**src/rtl/rr_arbiter_dataless.sv**
```systemverilog
// Round-robin arbiter merging NUM_INPUTS dataless handshake requesters onto one registered output.
// Define RR_ARB_FIXED_PRIO_EN to replace round-robin with fixed lowest-index-wins priority.
module rr_arbiter_dataless #(
  parameter int NUM_INPUTS  = 4,
  parameter int INDEX_WIDTH = 2
) (
  input  logic                   clk,
  input  logic                   rst,
  input  logic [NUM_INPUTS-1:0]  ins_valid,
  output logic [NUM_INPUTS-1:0]  ins_ready,
  output logic                   outs_valid,
  input  logic                   outs_ready,
  output logic [INDEX_WIDTH-1:0] index
);

  localparam int SEL_W = $clog2(NUM_INPUTS);

  logic                   out_valid_q;
  logic [INDEX_WIDTH-1:0] index_q;
  logic                   can_accept;
  logic                   found;
  logic                   xfer;
  logic [SEL_W-1:0]       sel;
  logic [NUM_INPUTS-1:0]  grant;

`ifdef RR_ARB_FIXED_PRIO_EN
  always_comb begin
    grant = '0;
    sel   = '0;
    found = 1'b0;
    for (int i = 0; i < NUM_INPUTS; i++) begin
      if (ins_valid[i] && !found) begin
        grant[i] = 1'b1;
        sel      = SEL_W'(i);
        found    = 1'b1;
      end
    end
  end
`else
  logic [SEL_W-1:0] ptr_q;
  logic [SEL_W:0]   pos;

  // Scan ptr, ptr+1, ... with wrap at NUM_INPUTS; first valid requester wins.
  always_comb begin
    grant = '0;
    sel   = '0;
    found = 1'b0;
    pos   = '0;
    for (int k = 0; k < NUM_INPUTS; k++) begin
      pos = {1'b0, ptr_q} + (SEL_W+1)'(k);
      if (pos >= (SEL_W+1)'(NUM_INPUTS)) begin
        pos = pos - (SEL_W+1)'(NUM_INPUTS);
      end
      if (ins_valid[pos[SEL_W-1:0]] && !found) begin
        grant[pos[SEL_W-1:0]] = 1'b1;
        sel                   = pos[SEL_W-1:0];
        found                 = 1'b1;
      end
    end
  end

  always_ff @(posedge clk or posedge rst) begin
    if (rst) begin
      ptr_q <= '0;
    end else if (xfer) begin
      ptr_q <= (sel == SEL_W'(NUM_INPUTS-1)) ? '0 : sel + SEL_W'(1);
    end
  end
`endif

  assign can_accept = ~out_valid_q | outs_ready;
  assign ins_ready  = grant & {NUM_INPUTS{can_accept}};
  assign xfer       = found & can_accept;

  always_ff @(posedge clk or posedge rst) begin
    if (rst) begin
      out_valid_q <= 1'b0;
      index_q     <= '0;
    end else begin
      out_valid_q <= xfer | (out_valid_q & ~outs_ready);
      if (xfer) begin
        index_q <= INDEX_WIDTH'(sel);
      end
    end
  end

  assign outs_valid = out_valid_q;
  assign index      = index_q;

endmodule

```
**config.mk**
```make
export PLATFORM = sky130hd
export DESIGN_NAME = rr_arbiter_dataless
export DESIGN_NICKNAME = d
export VERILOG_FILES = /design/src/rtl/rr_arbiter_dataless.sv
export SDC_FILE = /design/constraint.sdc
export NUM_CORES = 1
export LEC_CHECK = 0
export CAP_MARGIN = 10
export CORE_AREA = 2 2 39 41
export CTS_CLUSTER_SIZE = 16
export DETAILED_ROUTE_END_ITERATION = 6
export DIE_AREA = 0 0 41 43
export PLACE_DENSITY = 0.76
export RECOVER_POWER = 50
export SYNTH_ARGS = -nofsm -noshare
export SYNTH_HDL_FRONTEND = slang
export SYNTH_SLANG_ARGS = --single-unit
```
**constraint.sdc**
```tcl
create_clock -name clk -period 5.4 [get_ports clk]
set_input_delay 1.08 -clock clk [delete_from_list [all_inputs] [get_ports clk]]
set_output_delay 1.08 -clock clk [all_outputs]
set_load 0.05 [all_outputs]
```
==> results of run 1 <==
-- per-layer routing --
metal  part of all wire (%)  vias to the layer above  GRT usage (%)
li1                       -                      288              -
met4                      0                        0           10.0
met2                     51                       28           27.5
met5                      0                        -              0
met1                     43                      284           24.9
met3                    5.4                        0           1.57
-- through the flow --
| step | total power [mW] | instance area [µm²] | instances |
|---|---|---|---|
| after detailed placement | 0.515 | 793 | 95 |
| after global routing | 0.603 | 820 | 99 |
| final | 0.556 | 820 | 99 |
| after CTS | 0.562 | 820 | 99 |
| after floorplan | 0.428 | 658 | 68 |
| after global placement | 0.509 | 793 | 95 |
-- power groups by stage --
| stage | logic (mW) | registers (mW) | clock network, mW |
|---|---|---|---|
| 6_report | 0.423 | 0.0912 | 0.0426 |
| 5_1_grt | 0.459 | 0.0969 | 0.0471 |
| 4_1_cts | 0.425 | 0.0919 | 0.0451 |
| 3_5_place_dp | 0.423 | 0.0922 | 0 |
| 3_3_place_gp | 0.418 | 0.0906 | 0 |
| 2_1_floorplan | 0.323 | 0.105 | 0 |
-- layout by cell type (no fill, tap or decap), drive strengths merged, types with 2 or more instances in the layout --
cell type,synthesis,routed
a21oi,6,6
a22oi,8,8
clkbuf,1,4
clkdlybuf4s50,0,9
dfrtp,5,5
dlygate4sd3,0,4
ha,7,7
inv,7,7
mux4,4,4
nand2,2,2
nor2b,2,2
o21ai,4,4
or2,5,5
-- cell families (layout without fill, tap and decap cells) --
| logic type | Yosys count | in the layout |
|---|---|---|
| adders and majority gates | 7 | 7 |
| xor gates and xnor gates | 1 | 1 |
| buffers and inverters | 9 | 24 |
| AOI/OAI and AO/OA | 28 | 28 |
| DFF | 5 | 5 |
| muxes | 4 | 4 |
| and+or+nand+nor | 14 | 14 |
-- worst paths after layout --
check	end	slack [ns]	start	cells past startpoint
min reg2reg	index[1]$_DFFE_PP0P_	0.47	index[1]$_DFFE_PP0P_	1
max in group asynchronous	outs_valid$_DFF_PP0_	4.04	rst	2
min in group asynchronous	ptr_q[1]$_DFFE_PP0P_	1.18	rst	2
max	ins_ready[0]	0.53	ins_valid[0]	7
min	index[1]$_DFFE_PP0P_	0.47	index[1]$_DFFE_PP0P_	1
max reg2reg	ptr_q[1]$_DFFE_PP0P_	2.67	register	7
-- cell usage after synthesis, drive strengths merged --
master	count
a211oi	1
a22oi	8
a21boi	1
o21ai	4
a21oi	6
o31ai	1
nand2	2
o31a	1
o21ba	1
and2	1
ha	7
o221a	1
buf	1
o311ai	1
nor3	1
o211ai	1
nand2b	1
a21o	1
xnor2	1
nand3	1
inv	7
nor2b	2
mux4	4
or2	5
o41ai	1
clkbuf	1
dfrtp	5
nor2	1
-- area by class of cell --
class                           instances  area share [%]
Timing Repair Buffer                   13            15.9
Sequential cell                         5            15.3
Tap cell                               16            2.44
Inverter                                7            3.21
Multi-Input combinational cell         54            60.0
Clock buffer                            4            3.21
-- worst max-delay path: cells and delay by family --
| kind | cells | cell delay (ns) |
|---|---|---|
| AO/OA/AOI/OAI | 2 | 0.23 |
| buffers and inverters | 2 | 1.32 |
| multiplexers | 1 | 0.64 |
| AND/OR/NAND/NOR | 2 | 0.51 |
==> results.toml, run 1 <==
[outcome]
outcome = "finished, final reports clean"

[setup_path]
cp_max_fo = 14
critPathLaunchType = "input pin"
crit_required_ns = 4.32
crit_chain = "clkdlybuf4s50_1 > mux4_2 > nor3_1 > and2_2 > a22oi_1 > a21oi_1 > clkdlybuf4s50_1"
critical_path.most_common_cell = "clkdlybuf4s50_1"
slowest_stage = "clkdlybuf4s50_1"
cp.arrival_ns = 3.79
critPathKind = "input pin to output pin"
critPathMaxStageDelay_ns = 0.82
end_kind = "output pin"

[run]
max_cap_violations = 0

[die]
die_w_um = 41
row_count = 14
coreArea_um2 = 1380
ios = 14
dieArea_um2 = 1760
start_util_pct = 47.6
die_y_um = 43

[timing]
finClkSkew_ns = 0.00173
period_needed_ns = 4.87
fmax_mhz = 205
rsz0062_at_grt = "false"
worst_slack_ns = 0.531
maxSlewViolCount = 0
holdWs_ns = 0.471
hold_viol_final = 0
slew_headroom_pct = 60.6
setup_violations = 0
tns_ns = 0
tightest_slew_ns = 0.592
post-route-period-util_pct = 90.2

[global_routing]
grt_pass1_vias = 542
grtUsageTotal_pct = 18.4
antenna_found_initial = 0
grt_max_degree = 17
gr-total-overflow = 0
grt_first_pass_wirelength_um = 2260

[logic_synthesis]
synth_cell_types = 30
synth-simple-area-share_pct = 13.1
synth-adder-area-share_pct = 13.3
ys_ff_latch = 5
synthTopCellsByArea = "dfrtp_1 19%, mux4_2 14%, ha_1 13%"
synth_compound_gate_area_share_pct = 33.3
syn_area_um2 = 658
synth_top_area_cell = "dfrtp_1"
avgSynthCellArea_um2 = 9.68
synth_nets = 82
synth_top_family_by_area = "compound AO/OA/AOI/OAI gates"
synth.yosys.warnings = 0
synth-seq-area-share_pct = 19.0
netlist_instances = 68
yosysTopAreaCellShare_pct = 19.0
yosys.area_share.xor_xnor_pct = 1.33
synth.area.mux_share_pct = 13.7

[clock_network]
cts_made_buffers = 3
cts_tree = "yes"
post_cts_resized = 0
clkTransAtPathRegs_ns = 0.04
clk_latency_ns = 0.24
clockRootBuffer = "clkbuf_4"
clock_sinks = 5
cts_setup_buffers = 0
ctsLongestPathBuffers = 2
cts.htree.levels = 1
cts_hold_buf = 0

[pwr]
internal-power_mw = 0.259
vdd_drop_max_mv = 0.334
switching_power_mw = 0.298
pwr-share-seq_pct = 16.4
power.share.clock_pct = 7.7
power_frac_comb_pct = 76.0
powerDensity_nw_per_um2 = 679
swShare_pct = 53.5
power_leakage_nw = 0.330

[final_layout]
num-nets-final = 98
multi_input_area_um2 = 492
syn2layout_area_growth_pct = 24.5
final_util_pct = 59.2
antenna_cells = 0
regArea_um2 = 125
final_layout_size_suffix_gt1_share_pct = 21.7
fillCellCount = 125

[route]
drtIter0Drc = 28
drt_wl_total_um = 1340
wire_per_inst_um = 13.6
post-route-drc-count = 0
avgViaCountPerCell = 6.06
vias = 600
ant_nets = 0
firstDrtPassIters = 4

[placed_design]
dp_hpwl_um = 1000
gp_congestion = 0.750
portBuffers = 13
pre_cts_ws_ns = 0.542

[min_path]
hp-class = "register to register"
(Power assumes the default switching activity.)
==> inputs of run 2 (changes only) <==
- CTS_CLUSTER_SIZE: 16 -> default
==> results of run 2 <==
The final DEF is identical to that of run 1; final timing and power are the same.
